File: src/rtl/regfile_arbiter.sv
// Two-requester arbiter for a 4-entry register file: round-robin read and write
// channels, one-cycle read response with same-cycle write bypass, and register 0
// kept write-protected and read as zero.
module regfile_arbiter #(
  parameter int unsigned N = 32,
  parameter int unsigned M = 2
) (
  input  logic         clk,
  input  logic         rst,
  // Read request channel
  input  logic         rd_valid_a,
  input  logic         rd_valid_b,
  output logic         rd_ready_a,
  output logic         rd_ready_b,
  input  logic [M-1:0] rd_r1_a,
  input  logic [M-1:0] rd_r2_a,
  input  logic [M-1:0] rd_r1_b,
  input  logic [M-1:0] rd_r2_b,
  output logic         rd_resp_a,
  output logic         rd_resp_b,
  output logic [N-1:0] rd_v1,
  output logic [N-1:0] rd_v2,
  // Write request channel
  input  logic         wr_valid_a,
  input  logic         wr_valid_b,
  output logic         wr_ready_a,
  output logic         wr_ready_b,
  input  logic [M-1:0] wr_id_a,
  input  logic [M-1:0] wr_id_b,
  input  logic [N-1:0] wr_mask_a,
  input  logic [N-1:0] wr_mask_b,
  input  logic [N-1:0] wr_data_a,
  input  logic [N-1:0] wr_data_b,
  output logic         wr_drop,
  // Register file side
  output logic [M-1:0] rf_r1,
  output logic [M-1:0] rf_r2,
  output logic [M-1:0] rf_w1,
  output logic [N-1:0] rf_mask,
  output logic [N-1:0] rf_w,
  input  logic [N-1:0] rf_v1,
  input  logic [N-1:0] rf_v2
);

  // Priority pointers: 0 = A has priority, 1 = B has priority.
  logic         rd_ptr_q, rd_ptr_d;
  logic         wr_ptr_q, wr_ptr_d;
  logic         rd_gnt_a, rd_gnt_b;
  logic         wr_gnt_a, wr_gnt_b;
  logic         wr_gnt;
  logic [M-1:0] wr_id_sel;
  logic [N-1:0] wr_mask_sel;
  logic [N-1:0] wr_data_sel;
  logic         wr_keep;

  logic         rd_resp_a_q, rd_resp_b_q;
  logic         wr_drop_q;
  logic [M-1:0] r1_q, r2_q;
  logic         byp_valid_q;
  logic [M-1:0] byp_id_q;
  logic [N-1:0] byp_mask_q;
  logic [N-1:0] byp_data_q;

  // Read arbitration, pointer update and read address mux.
  always_comb begin
    rd_gnt_a = rd_valid_a & (~rd_valid_b | ~rd_ptr_q);
    rd_gnt_b = rd_valid_b & (~rd_valid_a | rd_ptr_q);
    rd_ptr_d = rd_ptr_q;
    rf_r1    = '0;
    rf_r2    = '0;
    if (rd_gnt_a) begin
      rd_ptr_d = 1'b1;
      rf_r1    = rd_r1_a;
      rf_r2    = rd_r2_a;
    end else if (rd_gnt_b) begin
      rd_ptr_d = 1'b0;
      rf_r1    = rd_r1_b;
      rf_r2    = rd_r2_b;
    end
  end

  // Write arbitration; writes aimed at register 0 are accepted but never reach the file.
  always_comb begin
    wr_gnt_a    = wr_valid_a & (~wr_valid_b | ~wr_ptr_q);
    wr_gnt_b    = wr_valid_b & (~wr_valid_a | wr_ptr_q);
    wr_gnt      = wr_gnt_a | wr_gnt_b;
    wr_ptr_d    = wr_ptr_q;
    wr_id_sel   = '0;
    wr_mask_sel = '0;
    wr_data_sel = '0;
    if (wr_gnt_a) begin
      wr_ptr_d    = 1'b1;
      wr_id_sel   = wr_id_a;
      wr_mask_sel = wr_mask_a;
      wr_data_sel = wr_data_a;
    end else if (wr_gnt_b) begin
      wr_ptr_d    = 1'b0;
      wr_id_sel   = wr_id_b;
      wr_mask_sel = wr_mask_b;
      wr_data_sel = wr_data_b;
    end
    wr_keep = wr_gnt && (wr_id_sel != '0);
    rf_w1   = wr_keep ? wr_id_sel   : '0;
    rf_mask = wr_keep ? wr_mask_sel : '0;
    rf_w    = wr_keep ? wr_data_sel : '0;
  end

  // Pointers, response flags and the write/read snapshot used for bypass.
  always_ff @(posedge clk or posedge rst) begin
    if (rst) begin
      rd_ptr_q    <= 1'b0;
      wr_ptr_q    <= 1'b0;
      rd_resp_a_q <= 1'b0;
      rd_resp_b_q <= 1'b0;
      wr_drop_q   <= 1'b0;
      r1_q        <= '0;
      r2_q        <= '0;
      byp_valid_q <= 1'b0;
      byp_id_q    <= '0;
      byp_mask_q  <= '0;
      byp_data_q  <= '0;
    end else begin
      rd_ptr_q    <= rd_ptr_d;
      wr_ptr_q    <= wr_ptr_d;
      rd_resp_a_q <= rd_gnt_a;
      rd_resp_b_q <= rd_gnt_b;
      wr_drop_q   <= wr_gnt && (wr_id_sel == '0);
      r1_q        <= rf_r1;
      r2_q        <= rf_r2;
      byp_valid_q <= wr_keep;
      byp_id_q    <= rf_w1;
      byp_mask_q  <= rf_mask;
      byp_data_q  <= rf_w;
    end
  end

  // Response data: register 0 reads as zero, otherwise merge a same-cycle write.
  always_comb begin
    rd_v1 = rf_v1;
    rd_v2 = rf_v2;
    if (r1_q == '0) begin
      rd_v1 = '0;
    end else if (byp_valid_q && (byp_id_q == r1_q)) begin
      rd_v1 = (rf_v1 & ~byp_mask_q) | (byp_data_q & byp_mask_q);
    end
    if (r2_q == '0) begin
      rd_v2 = '0;
    end else if (byp_valid_q && (byp_id_q == r2_q)) begin
      rd_v2 = (rf_v2 & ~byp_mask_q) | (byp_data_q & byp_mask_q);
    end
  end

  assign rd_ready_a = rd_gnt_a;
  assign rd_ready_b = rd_gnt_b;
  assign wr_ready_a = wr_gnt_a;
  assign wr_ready_b = wr_gnt_b;
  assign rd_resp_a  = rd_resp_a_q;
  assign rd_resp_b  = rd_resp_b_q;
  assign wr_drop    = wr_drop_q;

endmodule

File: config.mk
export PLATFORM = sky130hd
export DESIGN_NAME = regfile_arbiter
export DESIGN_NICKNAME = d
export VERILOG_FILES = /design/src/rtl/regfile_arbiter.sv
export SDC_FILE = /design/constraint.sdc
export NUM_CORES = 1
export LEC_CHECK = 0
export ABC_AREA = 0
export BUFFER_PORTS_ARGS = -buffer_cell sky130_fd_sc_hd__buf_2
export CORE_AREA = 2 2 136 138
export CTS_CLUSTER_SIZE = 12
export DETAILED_ROUTE_END_ITERATION = 10
export DIE_AREA = 0 0 138 140
export PLACE_DENSITY = 0.62
export SLEW_MARGIN = 40
export SYNTH_ARGS = -nofsm -noshare
export SYNTH_HDL_FRONTEND = slang
export SYNTH_SLANG_ARGS = --single-unit
export TNS_END_PERCENT = 100
File: constraint.sdc
create_clock -name clk -period 2.5 [get_ports clk]
set_input_delay 0.5 -clock clk [delete_from_list [all_inputs] [get_ports clk]]
set_output_delay 0.5 -clock clk [all_outputs]
set_load 0.01 [all_outputs]
=== Word-level counts from Yosys, hierarchy flattened ===
Cells that the tools add are included.

* Multiplexer cells: 21
* Equality and inequality tests: 2
* Reductions and logical operators: 10
* Bitwise gates (word level): 21

{| class="wikitable"
|+ Operator list
! cell !! count
|-
| 2-to-1 mux 32 bit || 10
|-
| bitwise AND 32 bit || 3
|-
| bitwise OR 32 bit || 2
|-
| NOT 32 bit || 1
|-
| 2-to-1 mux 2 bit || 7
|-
| logical NOT 2 bit || 3
|-
| NOT 1 bit || 6
|-
| nonzero test 2 bit || 3
|-
| bitwise OR 1 bit || 5
|-
| bitwise AND 1 bit || 4
|-
| equality test 2 bit || 2
|-
| logical AND 1 bit || 4
|-
| 2-to-1 mux 1 bit || 4
|}

* Logic and storage cells: 65
* Flip-flop bits (word level): 76
* Output and inout port bits: 141
* Bits of input ports: 210

=== Depth between registers and ports, before layout ===
Gate-level depths: netlist of the first run.

* Depth after elaboration: 8
* Gate-level depth with buffers: 6

=== Least setup slack after synthesis of the first run ===
No wires, ideal clock.

* Kind: in2out
* Start point: input wr_valid_b
* End point: output rf_mask[13]
* Stages on the path: 6
* Required time: 2000 ps
* Arrival: 1499 ps
* Setup slack: 501 ps
* Cells stage by stage: buf_2 -> a21boi_2 -> a32oi_1 -> buf_2 -> buf_2 -> a21oi_1

* Longest elaborated chain between the ends: 7

{| class="wikitable"
|+ RTL lines
! element !! RTL line !! RTL
|-
| start, declared || 25 || <nowiki>input logic wr_valid_b,</nowiki>
|-
| NOT 1 bit || 84 || <nowiki>wr_gnt_a = wr_valid_a & (~wr_valid_b | ~wr_ptr_q);</nowiki>
|-
| bitwise OR 1 bit || 84 ||
|-
| bitwise AND 1 bit || 84 ||
|-
| 2-to-1 mux 2 bit || 91 || <nowiki>if (wr_gnt_a) begin</nowiki>
|-
| nonzero test 2 bit || 102 || <nowiki>wr_keep = wr_gnt && (wr_id_sel != '0);</nowiki>
|-
| logical AND 1 bit || 102 ||
|-
| 2-to-1 mux 32 bit * || 104 || <nowiki>rf_mask = wr_keep ? wr_mask_sel : '0;</nowiki>
|-
| end, declared || 39 || <nowiki>output logic [N-1:0] rf_mask,</nowiki>
|}

Every way passes the cells marked *; elsewhere a longest branch is shown, timed or not.

=== Worst setup path after layout of the first run ===
* Start point: register byp_id_q[1]
* End point: output rd_v1[27]

* Longest elaborated chain between the ends: 4

{| class="wikitable"
|+ RTL lines
! element !! RTL line !! RTL
|-
| start, declared || 60 || <nowiki>logic [M-1:0] byp_id_q;</nowiki>
|-
| start signal, assigned || 131 || <nowiki>byp_id_q <= rf_w1;</nowiki>
|-
| equality test 2 bit || 143 || <nowiki>end else if (byp_valid_q && (byp_id_q == r1_q)) begin</nowiki>
|-
| logical AND 1 bit || 143 ||
|-
| 2-to-1 mux 32 bit || 143 ||
|-
| 2-to-1 mux 32 bit || 141 || <nowiki>if (r1_q == '0) begin</nowiki>
|-
| end, declared || 21 || <nowiki>output logic [N-1:0] rd_v1,</nowiki>
|}

No other way between the ends.

==> key figures, run 1 <==
Logic synthesis
  – Synth warn: 0
  – Dominant cells by area after synthesis: dfrtp_1 39%, a32oi_1 12%, o41ai_1 12%, o311ai_1 10%, nand2_1 7.6%
  – Post-synthesis net count: 744
  – Share of the synthesized area in the top cell type: 0.395
  – Post-synth top flop: dfrtp_1
  – Unique masters post-synth: 25
  – Cell Area, Synth: 4820 sq um
  – Sequential fraction of the synthesis area: 0.395
  – Avg Inst Size Synth: 9.03 sq um
  – Post-synth top cells: 97 x nand2_1, 76 x dfrtp_1, 66 x a32oi_1
  – Post-synthesis async set-or-reset flop share: 1.00
  – Area leader, netlist: dfrtp_1
  – Syn Inst Count: 534
  – Top-count cell post-synth: nand2_1
  – Number of synthesized flops with an enable pin: 0
  – #FFs+latches synth: 76

Floorplanning
  – Die Ht: 140 um
  – Core area: 17800 sq um
  – DIE AREA: 19300 sq um
  – # rows: 49
  – Die width: 138 um
  – Initial core utilization: 0.271
  – I/O pin count: 351

Worst setup path
  – CP endpoint kind: output port
  – FF-to-FF setup slack: 0.88 ns
  – Worst Path Required: 2.00 ns
  – R2R cell count: 5
  – Worst R2R Start: wr_ptr_q
  – WP data arrival: 1.95 ns
  – Max FO, Critical Path: 36
  – Kind of start point of the critical path: flip-flop
  – Reg2reg end: byp_mask_q[8]
  – Crit Path Class: reg -> out

Cells and area
  – Post-layout util: 0.438
  – Sequential Area: 1910 sq um
  – Nets: 1070
  – Layout area overhead: 61.6%
  – Final cell count without fillers: 1094
  – Multi-input logic area: 2920 sq um
  – Layout cells sized above 1: 0.529
  – # fillers: 1783

STA
  – Fin. Hold Viols: 0
  – Max-slew violations: 0
  – Fin crit period: 2.45 ns
  – Unrepaired setup endpoints after global routing: yes
  – Period Utilization, post-route: 0.980
  – Least-Margin Pin Slew: 0.627 ns
  – WHS: 0.219 ns
  – FMAX: 408 MHz
  – Post-route setup TNS: 0 ns
  – Max transition margin: 0.581
  – # setup viols final: 0
  – Clock skew: 0.00646 ns

Routing
  – Initial drt markers: 512
  – DRT met1 WL: 9.53 mm
  – Drt drc: 0
  – Post-DRT Antenna Nets: 0
  – Metal2 WL: 10.9 mm
  – Post-Route WL: 22.5 mm
  – Uppermost routed layer: met5
  – Wire per inst: 20.6 um
  – Met3 wire len: 1.47 mm
  – Vias: 6206
  – Drt pass-1 iters: 5
  – Vias per inst: 5.67

Placement
  – Placed insts: 1072
  – GP Congestion: 0.912
  – Port Buffer Count: 350
  – Hpwl dp: 16.6 mm

GRT
  – First-pass GRT wire length: 33.6 mm
  – Grt ovf: 0
  – Vias in the first global route: 5831
  – Initial antenna violation count: 2
  – Gr usage total: 0.221
  – Largest net degree at the start of global routing: 47

Pwr
  – PwrDens: 646 nW/um^2
  – Design Power: 5.03 mW
  – Peak VDD IR: 0.339 mV
  – Leakage power: 3.62 nW

Clock tree
  – Root buffer cell: clkbuf_16
  – Sink Count: 76
  – Max H-tree Level: 3
  – CTS buffer count: 9
  – Clock Pin Slew Worst Setup and Hold Paths: 0.06 ns
  – CTS tree: built
  – Bufs on Longest Clock Path: 2
  – Clock Latency Late Sink: 0.34 ns

Outcome
  – Status: complete, no violations

Min path
  – Worst hold path class: in -> async

Run
  – Max cap viols: 0
worst max path at each step:
| stage | start | end | slack (ns) | depth (start not counted) |
|---|---|---|---|---|
| 2_1_floorplan | rst | byp_data_q[0] | 0.06 | 1 |
| 3_3_place_gp | byp_id_q[1] | rd_v2[20] | -0.06 | 5 |
| 3_5_place_dp | wr_valid_b | rf_mask[23] | 0.02 | 6 |
| 4_1_cts | wr_ptr_q | rf_w[24] | 0.001 | 6 |
| 5_1_grt | byp_id_q[1] | rd_v1[3] | -0.04 | 6 |
| 6_report | byp_id_q[1] | rd_v1[27] | 0.05 | 5 |
placed cells by master (no fill, tap or decap), types with 3 or more instances in the layout:
cell,count
o311ai_0,5
dfrtp_1,73
clkbuf_16,9
dfrtp_2,3
a32oi_1,64
bufinv_16,4
nand2_1,97
buf_12,12
o41ai_1,53
o311ai_4,3
o311ai_2,9
a22o_1,4
a21oi_1,54
o311ai_1,47
a21oi_2,9
xor2_4,4
buf_6,7
o41ai_2,10
buf_4,22
buf_2,350
routing by layer:
layer | GRT usage | vias up
met3 | 0.0410 | 38
met1 | 0.291 | 2993
met4 | 0.0892 | 2
li1 | - | 2864
met2 | 0.360 | 309
met5 | 0 | -
layout make-up:
type                    count  area share
inverters                   5     0.00257
repair buffers            393       0.293
clock buffers              11      0.0325
diodes                      1    0.000321
flip-flops and latches     76       0.245
clock inverters             4      0.0154
well taps                 229      0.0368
multi-input cells         375       0.374
sequential cells by signal (all words and copies together) (netlist names):
name / cells
byp_id_q: 2
rd_resp_b: 1
r2_q: 2
byp_data_q: 32
rd_resp_a: 1
rd_ptr_q: 1
wr_drop: 1
byp_valid_q: 1
r1_q: 2
byp_mask_q: 32
wr_ptr_q: 1
worst max-delay path, stage by stage, from the launching register on:
cell and delay (ns):
dfrtp_2 0.43, buf_4 0.16, xor2_4 0.17, buf_12 0.19, o41ai_1 0.45, buf_2 0.21
cell families after synthesis:
kind of cell / share of synthesized area
compound gates: 0.432
flops: 0.395
buf+inv: 0.0755
xor+xnor: 0.0119
simple gates: 0.0857
power breakdown:
part           internal (mW)  switching, mW
Clock                   1.13          0.501
Combinational          0.753           1.22
Sequential              1.36         0.0725
per-stage QoR:
step	cell area [sq um]	worst slack [ns]
5_1_grt	7790	-0.0443
3_5_place_dp	7030	0.0166
4_1_cts	7540	0.00107
6_report	7790	0.0506
2_1_floorplan	4820	0.0617
3_3_place_gp	7020	-0.0589
timing repair:
action / CTS / global route
pin swaps: 3 / 2
buffers inserted: 5 / 0
gates resized for setup: 10 / 42
cloned: 1 / 0
hold buffers: 0 / 0
setup endpoints to repair: 34 / 50
Note: power is estimated with default switching activity, not from simulation.
==> inputs of run 2 (changes only) <==
--- a/config.mk
+++ b/config.mk
@@ -11,7 +11,9 @@
 export CTS_CLUSTER_SIZE = 12
 export DETAILED_ROUTE_END_ITERATION = 10
 export DIE_AREA = 0 0 138 140
+export HOLD_SLACK_MARGIN = 0.02
 export PLACE_DENSITY = 0.62
+export REMOVE_ABC_BUFFERS = 1
 export SLEW_MARGIN = 40
 export SYNTH_ARGS = -nofsm -noshare
 export SYNTH_HDL_FRONTEND = slang
==> run 2 against run 1 <==
Effect of this change:
- the run now ends with negative setup slack left
- sequential power about the same
- worst hold slack worse by 0.034 ns
- design area up 8.3%
- die area unchanged
- via count up 4.6%
- critical endpoint is now rd_v2[7]
- global-route usage down 0.059 points
- non-clock buffer count up 26
- clock power down 18%
- critical path depth up 1
- setup slack worse by 0.090 ns
==> key figures, run 2 (synthesis results as in run 1) <==
Placement
  – GP Congestion: 0.850
  – Hpwl dp: 16.2 mm
  – Port Buffer Count: 350

Min path
  – Worst hold path class: in -> async

STA
  – Setup WS post-layout: -0.0395 ns
  – FMAX: 394 MHz
  – # setup viols final: 6
  – WHS: 0.185 ns
  – Least-Margin Pin Slew: 0.432 ns
  – Max-slew violations: 0
  – Clock skew: 0.00437 ns
  – Fin crit period: 2.54 ns
  – Period Utilization, post-route: 1.02
  – Fin. Hold Viols: 0
  – Unrepaired setup endpoints after global routing: yes
  – Max transition margin: 0.708

Floorplanning
  – I/O pin count: 351
  – Core area: 17800 sq um
  – Initial core utilization: 0.271
  – Die width: 138 um
  – DIE AREA: 19300 sq um
  – # rows: 49
  – Die Ht: 140 um

Cells and area
  – Layout cells sized above 1: 0.574
  – Layout area overhead: 74.9%
  – Antenna cells: 0
  – Post-layout util: 0.474
  – Top flop regs: byp_data_q: 32 flops, byp_mask_q: 32 flops
  – Commonest cells after routing, fill and taps aside: 350 x buf_2, 97 x nand2_1, 74 x dfrtp_1
  – Most common cell after layout, fill and taps aside: buf_2
  – Nets: 1096

Routing
  – Wire per inst: 21.0 um
  – Initial drt markers: 347
  – Post-DRT Antenna Nets: 0
  – Post-Route WL: 23.6 mm
  – Drt drc: 0
  – Drt pass-1 iters: 7
  – Vias per inst: 5.79
  – Vias: 6490

Worst setup path
  – WP data arrival: 2.04 ns
  – Worst R2R Start: wr_ptr_q
  – Crit Path Class: reg -> out
  – CP endpoint kind: output port
  – R2R cell count: 5
  – Max FO, Critical Path: 6
  – FF-to-FF setup slack: 0.94 ns
  – Kind of start point of the critical path: flip-flop
  – Worst Path Required: 2.00 ns
  – Crit path launch: byp_id_q[1]

Pwr
  – Leakage power: 3.89 nW
  – Peak VDD IR: 0.285 mV
  – PwrDens: 613 nW/um^2

GRT
  – Largest net degree at the start of global routing: 70
  – Vias in the first global route: 6120
  – Gr usage total: 0.221
  – First-pass GRT wire length: 33.8 mm
  – Initial antenna violation count: 1
  – Grt ovf: 0

Clock tree
  – Root buffer cell: clkbuf_16
  – Max H-tree Level: 3
  – CTS buffer count: 9
  – CTS tree: built
  – Clock Latency Late Sink: 0.34 ns
  – Clock Pin Slew Worst Setup and Hold Paths: 0.06 ns
  – Sink Count: 76
  – Hold_buf cts: 0
  – Bufs on Longest Clock Path: 2

Outcome
  – Failing checks: negative setup slack
  – Status: finished with violations

Run
  – Max cap viols: 0
-- run 2: changes by cell type in the layout (fill, tap and decap cells not counted), moves of 3 or more --
cell | previous run | this run
o41ai_1 | 53 | 34
clkbuf_16 | 9 | 12
buf_4 | 22 | 40
o311ai_1 | 47 | 30
a21oi_1 | 54 | 64
bufinv_16 | 4 | 1
o311ai_2 | 9 | 12
buf_12 | 12 | 17
o311ai_4 | 3 | 19
o41ai_2 | 10 | 29
a21oi_2 | 9 | 0
-- run 2: what timing repair did --
item	in CTS	in global routing
setup endpoints to repair	66	51
cloned	0	3
gates resized for setup	26	80
pin swaps	2	3
hold endpoints to repair	0	0
setup buffers	13	7
-- run 2: routing by layer --
metal	GRT usage	wire [um]	vias up
met5	0	13	-
met1	0.272	9580	3174
met2	0.387	11800	349
met4	0.0779	640	2
met3	0.0407	1520	52
li1	-	-	2913
-- run 2: path summary, 6_finish.rpt --
path	end
worst max-delay path	rd_v2[7]
worst min register to register	rd_ptr_q
worst min-delay path	byp_mask_q[9]
worst max register to register	wr_drop
min in group clk	rd_ptr_q
max in group asynchronous	byp_mask_q[16]
-- run 2: power by group --
| part | internal (mW) | switching (mW) |
|---|---|---|
| Combinational | 0.986 | 1.43 |
| Clock | 0.798 | 0.530 |
| Sequential | 1.36 | 0.0661 |
| Total | 3.14 | 2.02 |
-- run 2: critical path, cell delays in order (launching register included) --
cell and delay, ns:
dfrtp_1 0.37, buf_4 0.15, xor2_4 0.22, buf_12 0.17, buf_4 0.15, o41ai_1 0.42, buf_2 0.21
-- run 2: final cells by class --
type	count	area, sq um
Clock buffer	10	239
Clock inverter	6	63.8
Fill cell	1686	9350
Inverter	5	20.0
Multi-Input combinational cell	375	3320
Sequential cell	76	1900
Tap cell	229	287
Timing Repair Buffer	419	2600
-- run 2: metrics by stage --
stage | instances | area, sq um | setup slack (ns) | power, mW | TNS, ns
after floorplan | 456 | 4470 | -2.32 | 2.29 | -324.33
after global placement | 1077 | 7070 | -0.0832 | 3.25 | -0.925
after detailed placement | 1081 | 7140 | 0.0988 | 3.31 | 0
after CTS | 1110 | 7740 | -0.0255 | 4.82 | -0.0831
after global routing | 1120 | 8430 | -0.106 | 5.41 | -1.63
final | 1120 | 8430 | -0.0395 | 5.16 | -0.0921
==> inputs of run 3 (changes only) <==
--- a/config.mk
+++ b/config.mk
@@ -7,12 +7,12 @@
 export LEC_CHECK = 0
 export ABC_AREA = 0
 export BUFFER_PORTS_ARGS = -buffer_cell sky130_fd_sc_hd__buf_2
-export CORE_AREA = 2 2 136 138
+export CORE_AREA = 2 2 135 137
 export CTS_CLUSTER_SIZE = 12
 export DETAILED_ROUTE_END_ITERATION = 10
-export DIE_AREA = 0 0 138 140
+export DIE_AREA = 0 0 137 139
 export HOLD_SLACK_MARGIN = 0.02
-export PLACE_DENSITY = 0.62
+export PLACE_DENSITY = 0.61
 export REMOVE_ABC_BUFFERS = 1
 export SLEW_MARGIN = 40
 export SYNTH_ARGS = -nofsm -noshare
==> constraint.sdc (replaced) <==
create_clock -name clk -period 3 [get_ports clk]
set_input_delay 0.6 -clock clk [delete_from_list [all_inputs] [get_ports clk]]
set_output_delay 0.6 -clock clk [all_outputs]
set_load 0.01 [all_outputs]
==> run 3 against run 2 <==
Effect of this change:
- the flow now finishes without violations
- core utilization decreased by 5.5 points
- combinational power fell by 38%
- clock skew up 0.0024 ns
- largest cell class unchanged
- die area down 1.4%
- non-clock buffer count down 34
- global-route usage shrank 0.11 points
- clock-buffer cell count is 1 lower
==> key figures, run 3 (synthesis results as in run 1) <==
Outcome
  – Status: complete, no violations

Worst setup path
  – WP data arrival: 2.25 ns
  – CP endpoint kind: output port
  – Max FO, Critical Path: 23
  – FF-to-FF setup slack: 1.19 ns
  – Crit Path Class: reg -> out
  – Kind of start point of the critical path: flip-flop
  – Worst Path Required: 2.40 ns

Placement
  – GP Congestion: 0.829
  – Cell area after placement: 6960 sq um
  – Hpwl dp: 15.8 mm
  – Port Buffer Count: 350
  – Placed insts: 1065

STA
  – Clock skew: 0.00673 ns
  – Least-Margin Pin Slew: 0.760 ns
  – Max transition margin: 0.493
  – Max-slew violations: 0
  – # setup viols final: 0
  – FMAX: 350 MHz
  – Fin. Hold Viols: 0
  – Period Utilization, post-route: 0.951
  – Fin crit period: 2.85 ns
  – Unrepaired setup endpoints after global routing: no
  – WHS: 0.324 ns

Run
  – Max cap viols: 0

Routing
  – Post-Route WL: 21.9 mm
  – Post-DRT Antenna Nets: 0
  – Drt drc: 0
  – Wire per inst: 20.1 um
  – Initial drt markers: 383
  – Drt pass-1 iters: 5
  – Vias per inst: 5.65
  – Vias: 6147

Pwr
  – Seq pwr share: 0.311
  – Leakage power: 3.46 nW
  – PwrDens: 524 nW/um^2
  – Design Power: 3.88 mW
  – Internal power: 2.41 mW
  – Sw Ratio: 0.377
  – Combinational power share: 0.388
  – Net Switching: 1.46 mW
  – Peak VDD IR: 0.279 mV
  – Clk pwr share: 0.301

Cells and area
  – Commonest cells after routing, fill and taps aside: 350 x buf_2, 97 x nand2_1, 75 x dfrtp_1
  – Layout cells sized above 1: 0.485
  – Top flop regs: byp_data_q: 32 flops, byp_mask_q: 32 flops
  – Final cell count without fillers: 1088
  – Post-layout util: 0.419
  – Antenna cells: 0
  – # fillers: 1805
  – Nets: 1065
  – Most common cell after layout, fill and taps aside: buf_2
  – Layout area overhead: 53.4%
  – Final instance area: 7390 sq um

Clock tree
  – Clock Latency Late Sink: 0.34 ns
  – CTS buffer count: 9
  – Sink Count: 76
  – Max H-tree Level: 3
  – Bufs on Longest Clock Path: 2
  – Root buffer cell: clkbuf_16
  – CTS tree: built
  – Clock Pin Slew Worst Setup and Hold Paths: 0.06 ns

GRT
  – Grt ovf: 0
  – Largest net degree at the start of global routing: 67
  – First-pass GRT wire length: 32.6 mm
  – Vias in the first global route: 5711
  – Initial antenna violation count: 0
  – Gr usage total: 0.219

Min path
  – Worst hold path class: in -> async

Floorplanning
  – Core area: 17700 sq um
  – DIE AREA: 19000 sq um
  – Die Ht: 139 um
  – I/O pin count: 351
  – # rows: 49
  – Initial core utilization: 0.273
  – Die width: 137 um
==> run 3: cell count changes in the layout (fill, tap and decap cells not counted), sizes merged <==
cell / delta
clkinvlp: -1
clkbuf: -4
buf: -31
bufinv: +1
xor2: +3
==> run 3: what timing repair did <==
item | CTS | global route
hold endpoints to repair | 0 | 0
buffers inserted | 0 | 4
gates cloned | 2 | 1
pin swaps | 2 | 3
gates resized for setup | 0 | 1
setup endpoints to repair | 16 | 35
hold buffers | 0 | 0
==> run 3: layer usage <==
layer	up-vias	track usage	routed length, um
met5	-	0	0
met3	30	0.0409	1590
li1	2849	-	-
met4	0	0.0689	391
met1	2965	0.287	9290
met2	303	0.364	10600
==> run 3: cell type report <==
class | instances | area (sq um) | area share
multi-input combinational | 378 | 2720 | 0.368
clock inverter | 6 | 90.1 | 0.0122
clock buffer | 9 | 225 | 0.0305
inverter | 5 | 20.0 | 0.00271
sequential | 76 | 1900 | 0.257
tap | 229 | 287 | 0.0387
timing repair buffer | 385 | 2150 | 0.290
==> run 3: worst paths after layout <==
path,end,startpoint,depth (start not counted)
max in group asynchronous,byp_mask_q[19],rst,3
min reg2reg,rd_ptr_q,rd_ptr_q,2
min,byp_mask_q[15],rst,2
max reg2reg,wr_drop,wr_ptr_q,5
max,rd_v1[4],byp_id_q[0],4
min in group clk,rd_ptr_q,rd_valid_b,2
==> run 3: critical path, cell delays in order, from the launching register on <==
cell	delay [ns]
dfrtp_1	0.66
xor2_4	0.22
buf_8	0.22
o41ai_1	0.56
buf_2	0.24
==> run 3: per-stage QoR <==
step	TNS, ns	setup slack (ns)
5_1_grt	0	0.0266
6_report	0	0.146
3_3_place_gp	0	0.288
2_1_floorplan	-258.77	-2.02
3_5_place_dp	0	0.257
4_1_cts	-0.00466	-0.00466
==> run 3: power by group through the flow <==
stage          Combinational (mW)  Sequential, mW  Clock [mW]
2_1_floorplan               0.711            1.20           0
3_3_place_gp                 1.43            1.21           0
3_5_place_dp                 1.44            1.21           0
4_1_cts                      1.46            1.20        1.20
5_1_grt                      1.63            1.22        1.25
6_report                     1.50            1.21        1.17
